[config.mk]
export PLATFORM = sky130hd
export DESIGN_NAME = ps2_key_decoder
export DESIGN_NICKNAME = d
export VERILOG_FILES = /design/src/rtl/ps2_key_decoder.sv
export SDC_FILE = /design/constraint.sdc
export NUM_CORES = 1
export LEC_CHECK = 0
export ABC_CLOCK_PERIOD_IN_PS = 2000
export CAP_MARGIN = 5
export CORE_AREA = 2 2 70 72
export DETAILED_ROUTE_END_ITERATION = 7
export DIE_AREA = 0 0 72 74
export HOLD_SLACK_MARGIN = 0.03
export PLACE_DENSITY = 0.78
export SLEW_MARGIN = 25
export SYNTH_ARGS = -nofsm -noshare
export SYNTH_HDL_FRONTEND = slang
export SYNTH_SLANG_ARGS = --single-unit
[constraint.sdc]
create_clock -name clk -period 2 [get_ports clk]
set_input_delay 0.2 -clock clk [delete_from_list [all_inputs] [get_ports clk]]
set_output_delay 0.2 -clock clk [all_outputs]
set_load 0.005 [all_outputs]
[src/rtl/ps2_key_decoder.sv]
// PS/2 keyboard receiver: decodes 11-bit frames into scan codes and held-key levels for '1', '2'
// and Space. Define PS2_PARITY_CHECK_EN to drop and flag frames that fail odd parity.
module ps2_key_decoder #(
  parameter int unsigned TIMEOUT_CYCLES = 50000
) (
  input  logic       clk,
  input  logic       iResetn,
  input  logic       iPS2Clk,
  input  logic       iPS2Dat,
  output logic       o1,
  output logic       o2,
  output logic       oSpace,
  output logic [7:0] oScanCode,
  output logic       oCodeValid,
  output logic       oParityErr
);

  localparam int unsigned TimeoutW = (TIMEOUT_CYCLES > 1) ? $clog2(TIMEOUT_CYCLES + 1) : 1;
  localparam logic [TimeoutW-1:0] TimeoutLast = TimeoutW'(TIMEOUT_CYCLES - 1);

  localparam logic [7:0] CodeBreak = 8'hF0;
  localparam logic [7:0] CodeExt   = 8'hE0;
  localparam logic [7:0] CodeKey1  = 8'h16;
  localparam logic [7:0] CodeKey2  = 8'h1E;
  localparam logic [7:0] CodeSpace = 8'h29;

  typedef enum logic [1:0] {
    StIdle,
    StData,
    StParity,
    StStop
  } rx_state_e;

  // Synchronizers and edge detection
  logic [1:0] ps2_clk_sync_q;
  logic [1:0] ps2_dat_sync_q;
  logic       ps2_clk_prev_q;
  logic       ps2_fall;
  logic       ps2_bit;

  always_ff @(posedge clk or negedge iResetn) begin
    if (!iResetn) begin
      ps2_clk_sync_q <= 2'b11;
      ps2_dat_sync_q <= 2'b11;
      ps2_clk_prev_q <= 1'b1;
    end else begin
      ps2_clk_sync_q <= {ps2_clk_sync_q[0], iPS2Clk};
      ps2_dat_sync_q <= {ps2_dat_sync_q[0], iPS2Dat};
      ps2_clk_prev_q <= ps2_clk_sync_q[1];
    end
  end

  always_comb begin
    ps2_fall = ps2_clk_prev_q & ~ps2_clk_sync_q[1];
    ps2_bit  = ps2_dat_sync_q[1];
  end

  // Frame receiver
  rx_state_e             state_q;
  logic [7:0]            shift_q;
  logic [2:0]            bit_cnt_q;
  logic [TimeoutW-1:0]   timeout_q;
`ifdef PS2_PARITY_CHECK_EN
  logic                  parity_q;
`endif

  always_ff @(posedge clk or negedge iResetn) begin
    if (!iResetn) begin
      state_q   <= StIdle;
      shift_q   <= 8'h00;
      bit_cnt_q <= 3'd0;
      timeout_q <= '0;
`ifdef PS2_PARITY_CHECK_EN
      parity_q  <= 1'b0;
`endif
    end else if (state_q == StIdle) begin
      timeout_q <= '0;
      if (ps2_fall && !ps2_bit) begin
        state_q   <= StData;
        bit_cnt_q <= 3'd0;
      end
    end else if (!ps2_fall) begin
      // Keyboard stalled mid-frame: abandon the partial frame
      if (timeout_q == TimeoutLast) begin
        state_q   <= StIdle;
        timeout_q <= '0;
      end else begin
        timeout_q <= timeout_q + TimeoutW'(1);
      end
    end else begin
      timeout_q <= '0;
      case (state_q)
        StData: begin
          shift_q   <= {ps2_bit, shift_q[7:1]};
          bit_cnt_q <= bit_cnt_q + 3'd1;
          if (bit_cnt_q == 3'd7) begin
            state_q <= StParity;
          end
        end
        StParity: begin
`ifdef PS2_PARITY_CHECK_EN
          parity_q <= ps2_bit;
`endif
          state_q  <= StStop;
        end
        default: state_q <= StIdle;
      endcase
    end
  end

  // Frame completion qualifiers
  logic stop_ok;
  logic frame_accept;
  logic frame_par_err;

  always_comb begin
    stop_ok = ps2_fall && (state_q == StStop) && ps2_bit;
`ifdef PS2_PARITY_CHECK_EN
    frame_accept  = stop_ok && (^{shift_q, parity_q});
    frame_par_err = stop_ok && !(^{shift_q, parity_q});
`else
    frame_accept  = stop_ok;
    frame_par_err = 1'b0;
`endif
  end

  // Scan-code decoding and key levels
  logic       break_q;
  logic       ext_q;
  logic       key1_q;
  logic       key2_q;
  logic       space_q;
  logic [7:0] scan_code_q;
  logic       code_valid_q;
  logic       par_err_q;

  always_ff @(posedge clk or negedge iResetn) begin
    if (!iResetn) begin
      break_q      <= 1'b0;
      ext_q        <= 1'b0;
      key1_q       <= 1'b0;
      key2_q       <= 1'b0;
      space_q      <= 1'b0;
      scan_code_q  <= 8'h00;
      code_valid_q <= 1'b0;
      par_err_q    <= 1'b0;
    end else begin
      code_valid_q <= frame_accept;
      par_err_q    <= frame_par_err;
      if (frame_accept) begin
        scan_code_q <= shift_q;
        if (shift_q == CodeBreak) begin
          break_q <= 1'b1;
        end else if (shift_q == CodeExt) begin
          ext_q <= 1'b1;
        end else begin
          // Extended codes never touch the tracked keys
          if (!ext_q) begin
            case (shift_q)
              CodeKey1:  key1_q  <= !break_q;
              CodeKey2:  key2_q  <= !break_q;
              CodeSpace: space_q <= !break_q;
              default: ;
            endcase
          end
          break_q <= 1'b0;
          ext_q   <= 1'b0;
        end
      end
    end
  end

  assign o1         = key1_q;
  assign o2         = key2_q;
  assign oSpace     = space_q;
  assign oScanCode  = scan_code_q;
  assign oCodeValid = code_valid_q;
  assign oParityErr = par_err_q;

endmodule

======== Yosys cells after proc, flatten, opt, wreduce, memory -nomap -nowiden ========
Index checks and enable logic that the tools add are counted.
word-level totals
  bits in writable memories ............... 0
  output and inout bits ................... 13
  memories kept ........................... 0
  ROM bits ................................ 0
  logic and storage cells ................. 68
  bits in latches ......................... 0
  flip-flop bits (word level) ............. 48
cells by class
  shifts and indexed selects .............. 0
  muxes and demuxes ....................... 16
  bitwise gates (word level) .............. 6
  multipliers ............................. 0
  reduce and logical (&&, ||, !) cells .... 17
  magnitude comparators ................... 0
  add/sub/neg operators ................... 2
  divide/modulo/power cells ............... 0
  equality and inequality tests ........... 13
operators by type and width
  kind                                                 count
  2-to-1 mux 16 bit                                    3
  adder 16 x 1 -> 16 bit, second input constant        1
  equality test 16 bit, second input constant          1
  equality test 8 x 5 -> 1 bit, second input constant  2
  equality test 8 bit, second input constant           2
  AND reduction 5 bit                                  3
  2-to-1 mux 3 bit                                     4
  2-to-1 mux 2 bit                                     5
  AND reduction 3 bit                                  3
  equality test 8 x 6 -> 1 bit, second input constant  1
  inverter 1 bit                                       5
  equality test 2 bit, second input constant           2
  != test 4 bit, second input constant                 1
  case mux 2 bit (2 select lines)                      1
  AND reduction 2 bit                                  2
  nonzero test 2 bit                                   2
  adder 3 x 1 -> 3 bit, second input constant          1
  equality test 3 bit, second input constant           1
  logical AND 1 bit                                    3
  2-to-1 mux 1 bit                                     3
  nonzero test 3 bit                                   1
  equality test 2 x 1 -> 1 bit, second input constant  1
  logical NOT 1 bit                                    2
  logical NOT 2 bit                                    1
  other kinds (3)                                      3

======== Depth between registers and ports, before layout ========
Gate-level depths: netlist (run 1).
  depth in word-level cells ............... 5
  depth in mapped cells ................... 7
  depth with buffers taken out ............ 6

======== Worst setup path after synthesis (run 1) ========
No wires, ideal clock.
  path type ............................... flip-flop to flip-flop
  start point ............................. register state_q[0]
  end point ............................... register state_q[0]
  path slack .............................. 306 ps
  data arrival time ....................... 1,618 ps
  required time ........................... 1,924 ps
  setup time .............................. 76 ps
  clock period less this slack ............ 1,694 ps
  stages on the path, launching flop included .. 8
  cell sequence ........................... dfrtp_1 -> inv_1 -> ha_1 -> clkbuf_1 -> nor2_1 -> a22oi_1 -> mux2_2 -> o21ai_1
between the ends
  longest elaborated chain between the ends .. 4
  elaborated cells between the ends (all ways) .. 10
RTL lines
  element                                                                     line  text
  start, declared                                                             59    rx_state_e state_q;
  start signal, assigned                                                      69    state_q <= StIdle;
  start signal, assigned                                                      79    state_q <= StData;
  start signal, assigned                                                      85    state_q <= StIdle;
  equality test 2 bit / equality test 2 x 1 -> 1 bit (equally long branches)  92    case (state_q)
  case mux 2 bit (2 select lines)                                             92
  2-to-1 mux 2 bit                                                            82    end else if (!ps2_fall) begin
  2-to-1 mux 2 bit                                                            76    end else if (state_q == StIdle) begin
Parallel ways exist; a longest one is shown, timed or not.
A chain may end at the register's enable or synchronous reset.

======== Worst setup path after layout (run 1) ========
Same ends and word-level chain as after synthesis.

==> flow_summary.ini, run 1 <==
[synth]
synth_top_cell_area_share = 0.485
synth_seq_cells = 48
synth-seq-area-share = 0.544
synth_compound_gate_area_share = 0.0648
postSynthCellCount = 205
async_flop_share = 1.00
synth.most_common_cell = dfrtp_1
yosys-top-cells-area = dfrtp_1 (48%), dfstp_2 (5.9%), nand2_1 (5.4%), mux2_2 (5.1%), xnor2_1 (4.7%)
ys_warn_count = 0
synth_largest_area_cell = dfrtp_1
synth-edff-count = 0
synthXorXnorAreaFrac = 0.0513
synthAdderAreaFrac = 0.0395
synth_flop_cell = dfrtp_1
syn_area_um2 = 2220
avgSynthCellArea_um2 = 10.8
muxShareOfSynthArea = 0.0552
synth_fp_nets = 216
synth-simple-area-share = 0.207
yosys-top-cells-count = dfrtp_1 (43), nand2_1 (32), nor2_1 (22), xnor2_1 (12), mux2_2 (10)
yosys.cell_types.count = 44
synth_top_family_by_area = simple AND/OR/NAND/NOR gates

[finish]
nets = 239
area.growth.synth_to_final_pct = 13.5
diodes = 0
final_area_um2 = 2520
fill_cells = 427
fin_cells = 283
drive_gt1_frac = 0.153

[timing]
setup_viol = 0
final.setup.tns_ns = 0
whs_ns = 0.311
fin_skew_ns = 0.0109
tightest_slew_ns = 0.606
fin_crit_sh = 0.911
max_freq_mhz = 549
drv_slew = 0
maxSlewHeadroom = 0.596
hold_viol = 0
rsz0062_at_grt = no
fin_crit_ns = 1.82

[critical_path]
critPathLaunchType = flop
critPathRequiredTime_ns = 2.22
critical_path.endpoint_type = flop
crit_arrival_ns = 2.04
path_max_fanout = 10
critPathKind = reg2reg

[power_and_ir_drop]
powerDensity_nw_per_um2 = 1060
p_leak_nw = 1.12
power_mw = 2.67
peakVddDrop_uv = 385

[grt]
antenna_found_initial = 0
grt_pass1_wl_um = 6560
grt_max_degree = 29
grt_pass1_vias = 1497
overflow = 0
grt_use_total = 0.156

[clock_network]
post_cts_resized = 0
h-tree-depth = 2
clockBufferDepth = 2
cts-root-buf = clkbuf_8
cts_tree = yes
cts_buffers = 5
cts_sinks = 48
post_cts_buffers = 0
clk_latency_ns = 0.30
path_clk_slew_ns = 0.08

[placement]
io_buffers = 15
hpwl_um = 2750
dpl-instance-area_um2 = 2430
dpl.cell_count = 274
gp_congestion = 0.758

[detailed_routing]
viasPerCell = 5.39
post_drt_wl_per_cell_um = 13.1
drtIter0Drc = 98
vias = 1524
drc = 0
drtAntennaViolNets = 0
dr.pass1.iters = 4
wirelength_um = 3720

[die]
die_x_um = 72
rows = 25
core-area_um2 = 4600
dieArea_um2 = 5330
start_util = 0.483
die_h_um = 74
io_pins = 17

[hold_path]
hold_path.class = in2reg

[job]
maxCapViolCount = 0

[outcome]
status = finished, final reports clean
-- cell usage in the layout, fill, tap and decap left out, types with 2 or more instances in the layout --
cell type        count
o21ai_0              6
nor2_1              22
clkdlybuf4s50_1     14
dfstp_2              5
clkbuf_1             2
nor2b_1              2
nand3_1              3
ha_1                 7
dfrtp_1             43
o41ai_1              2
nand2_1             32
nor4_1               5
a21oi_1              4
and3b_1              2
xnor2_1             12
inv_1                7
o31ai_1              3
nor3_1               5
mux2_2              10
nand4_1              6
clkinv_2             2
clkbuf_8             5
buf_4                6
a21o_1               2
-- through the flow --
stage | utilization | setup WS, ns
CTS | 0.548 | 0.149
floorplan | - | 0.306
global placement | 0.528 | 0.197
detailed placement | 0.528 | 0.190
global route | 0.548 | 0.0337
finish | 0.548 | 0.177
-- final timing paths --
check / startpoint / endpoint / slack [ns] / cells past startpoint
worst min-delay path: iPS2Dat / ps2_dat_sync_q[0] / 0.31 / 1
worst max-delay path: state_q[0] / state_q[0] / 0.18 / 6
max in group asynchronous: iResetn / o1 / 0.97 / 3
min in group asynchronous: iResetn / bit_cnt_q[2] / 0.45 / 2
worst max register to register: state_q[0] / state_q[0] / 0.18 / 6
worst min register to register: ps2_clk_sync_q[0] / ps2_clk_sync_q[1] / 0.36 / 0
-- sequential cells by signal (all words and copies together) (netlist names) --
register,cells
o2,1
break_q,1
oCodeValid,1
oScanCode,8
shift_q,8
ps2_clk_prev_q,1
bit_cnt_q,3
o1,1
ext_q,1
state_q,2
oSpace,1
timeout_q,16
ps2_clk_sync_q,2
ps2_dat_sync_q,2
-- timing repair --
action	4_1_cts	5_1_grt
hold endpoints to repair	21	0
hold buffers	1	0
setup endpoints to repair	0	0
-- layer usage --
layer / part of all wire / track usage
met5: 0 / 0
met4: 0.0089 / 0.0377
met3: 0.025 / 0.0447
met2: 0.50 / 0.280
met1: 0.46 / 0.186
-- final cells by class --
| type | count | area, µm² | share of cell area |
|---|---|---|---|
| multi-input cells | 143 | 931 | 0.370 |
| clock inverters | 1 | 5.00 | 0.00199 |
| flip-flops and latches | 48 | 1210 | 0.479 |
| well taps | 54 | 67.6 | 0.0268 |
| inverters | 8 | 31.3 | 0.0124 |
| clock buffers | 7 | 76.3 | 0.0303 |
| repair buffers | 22 | 200 | 0.0795 |
-- worst max-delay path: stages (launching register included) --
cell	delay, ns
dfrtp_1	0.40
inv_1	0.12
ha_1	0.38
nor2_1	0.09
a22oi_1	0.30
mux2_2	0.37
o21ai_1	0.08
-- report_power, final --
part           total [mW]  leakage [nW]  switching [mW]  internal, mW
logic               0.744         0.450           0.354         0.390
clock network       0.541        0.0422           0.296         0.246
registers            1.39         0.625           0.206          1.18
-- kinds of logic after synthesis --
group	Yosys count
buf+inv	14
compound gates	22
flops	48
fa+ha+maj	7
xor+xnor	13
mux	11
other cells	1
simple gates	89
No activity file was read; power rests on OpenSTA's default activity.
==> run 2, diff against run 1 <==
--- a/config.mk
+++ b/config.mk
@@ -5,13 +5,14 @@
 export SDC_FILE = /design/constraint.sdc
 export NUM_CORES = 1
 export LEC_CHECK = 0
-export ABC_CLOCK_PERIOD_IN_PS = 2000
+export ABC_CLOCK_PERIOD_IN_PS = 2100
 export CAP_MARGIN = 5
 export CORE_AREA = 2 2 70 72
 export DETAILED_ROUTE_END_ITERATION = 7
 export DIE_AREA = 0 0 72 74
 export HOLD_SLACK_MARGIN = 0.03
 export PLACE_DENSITY = 0.78
+export SETUP_SLACK_MARGIN = 0.2
 export SLEW_MARGIN = 25
 export SYNTH_ARGS = -nofsm -noshare
 export SYNTH_HDL_FRONTEND = slang
==> constraint.sdc (replaced) <==
create_clock -name clk -period 2.1 [get_ports clk]
set_input_delay 0.21 -clock clk [delete_from_list [all_inputs] [get_ports clk]]
set_output_delay 0.21 -clock clk [all_outputs]
set_load 0.005 [all_outputs]
==> flow_summary.ini, run 2 (synthesized netlist as in run 1, its figures left out) <==
[outcome]
status = finished, final reports clean

[detailed_routing]
wl_met3_um = 143
wl_met2_um = 1780
post_drt_wl_per_cell_um = 13.0
dr.pass1.iters = 4
drc = 0
viasPerCell = 5.34
wirelength_um = 3700
top_layer_used = met4
wirelength_met1_um = 1750
drtAntennaViolNets = 0
drtIter0Drc = 124
vias = 1521

[timing]
fin_skew_ns = 0.00654
hold_viol = 0
fin_crit_ns = 1.77
maxSlewHeadroom = 0.477
max_freq_mhz = 565
fin_crit_sh = 0.842
drv_slew = 0
final.setup.tns_ns = 0
tightest_slew_ns = 0.785
setup_viol = 0
rsz0062_at_grt = no

[finish]
fill_cells = 405
layout_commonest_cell = dfrtp_1
nets = 241
area.growth.synth_to_final_pct = 15.7
final_area_um2 = 2570
regArea_um2 = 1210
fin_cells = 285
diodes = 0
drive_gt1_frac = 0.173
largest-register = timeout_q
largest_reg_flops = 16
final_cell_mix = dfrtp_1 (43), nand2_1 (32), nor2_1 (22), clkdlybuf4s50_1 (14), xnor2_1 (12)
multiInputGateArea_um2 = 933
finish.utilization = 0.558

[power_and_ir_drop]
powerDensity_nw_per_um2 = 1040
peakVddDrop_uv = 511
p_leak_nw = 1.14
power_mw = 2.68

[critical_path]
r2r_slack_ns = 0.33
critical_path.endpoint_type = flop
path_max_fanout = 5
crit_arrival_ns = 2.00
critPathLaunchType = flop
critPathRequiredTime_ns = 2.33
critPathKind = reg2reg

[placement]
io_buffers = 15
dpl-instance-area_um2 = 2410
hpwl_um = 2570
gp_congestion = 0.768
dpl.cell_count = 272

[clock_network]
clockBufferDepth = 2
clk_latency_ns = 0.30
cts_tree = yes
cts-root-buf = clkbuf_8
cts_buffers = 5
cts_sinks = 48
h-tree-depth = 2
path_clk_slew_ns = 0.08

[grt]
overflow = 0
grt_pass1_vias = 1471
grt_pass1_wl_um = 6470
antenna_found_initial = 0
grt_use_total = 0.157
grt_max_degree = 37

[die]
core-area_um2 = 4600
die_h_um = 74
start_util = 0.483
dieArea_um2 = 5330
io_pins = 17
rows = 25
die_x_um = 72

[job]
maxCapViolCount = 0

[hold_path]
hold_path.class = in2reg
run 2: report_power, final:
part | internal (mW) | switching [mW] | total [mW] | leakage [nW]
logic | 0.369 | 0.334 | 0.704 | 0.457
registers | 1.12 | 0.196 | 1.32 | 0.625
clock network | 0.352 | 0.300 | 0.652 | 0.0541
total | 1.85 | 0.831 | 2.68 | 1.14
run 2: final cells by class:
type | instances | area share
clock buffers | 5 | 0.0268
inverters | 8 | 0.0127
well taps | 54 | 0.0263
clock inverters | 3 | 0.0166
repair buffers | 24 | 0.0838
multi-input cells | 143 | 0.364
flip-flops and latches | 48 | 0.470
run 2: metal layers:
| metal | vias up | global-route usage |
|---|---|---|
| li1 | 752 | - |
| met1 | 733 | 0.200 |
| met2 | 31 | 0.263 |
| met3 | 5 | 0.0488 |
| met4 | 0 | 0.0398 |
| met5 | - | 0 |
run 2: stage by stage:
stage | worst slack, ns | hold WS, ns
2_1_floorplan | 0.406 | -0.0856
3_3_place_gp | 0.319 | 0.330
3_5_place_dp | 0.321 | 0.340
4_1_cts | 0.305 | 0.304
5_1_grt | 0.213 | 0.304
6_report | 0.331 | 0.316
run 2: repair_timing:
action                                  CTS  global route
hold buffers                              1             0
endpoints found under the setup margin    0             2
buffers inserted                          0             4
gates resized for setup                   0             2
endpoints found under the hold margin    29             0
run 2: final timing paths:
path / from / endpoint / cells past startpoint
setup / recovery: state_q[1] / state_q[0] / 6
hold / removal: iPS2Dat / ps2_dat_sync_q[0] / 1
setup reg to reg: state_q[1] / state_q[0] / 6
hold reg to reg: ps2_clk_sync_q[0] / ps2_clk_sync_q[1] / 0
max in group asynchronous: iResetn / oScanCode[1] / 3
min in group asynchronous: iResetn / bit_cnt_q[2] / 2
run 2: critical path: stages (launching register included):
cell	delay, ns
dfrtp_1	0.41
inv_1	0.10
ha_1	0.26
and3b_1	0.22
a22oi_1	0.29
mux2_2	0.37
o21ai_1	0.07
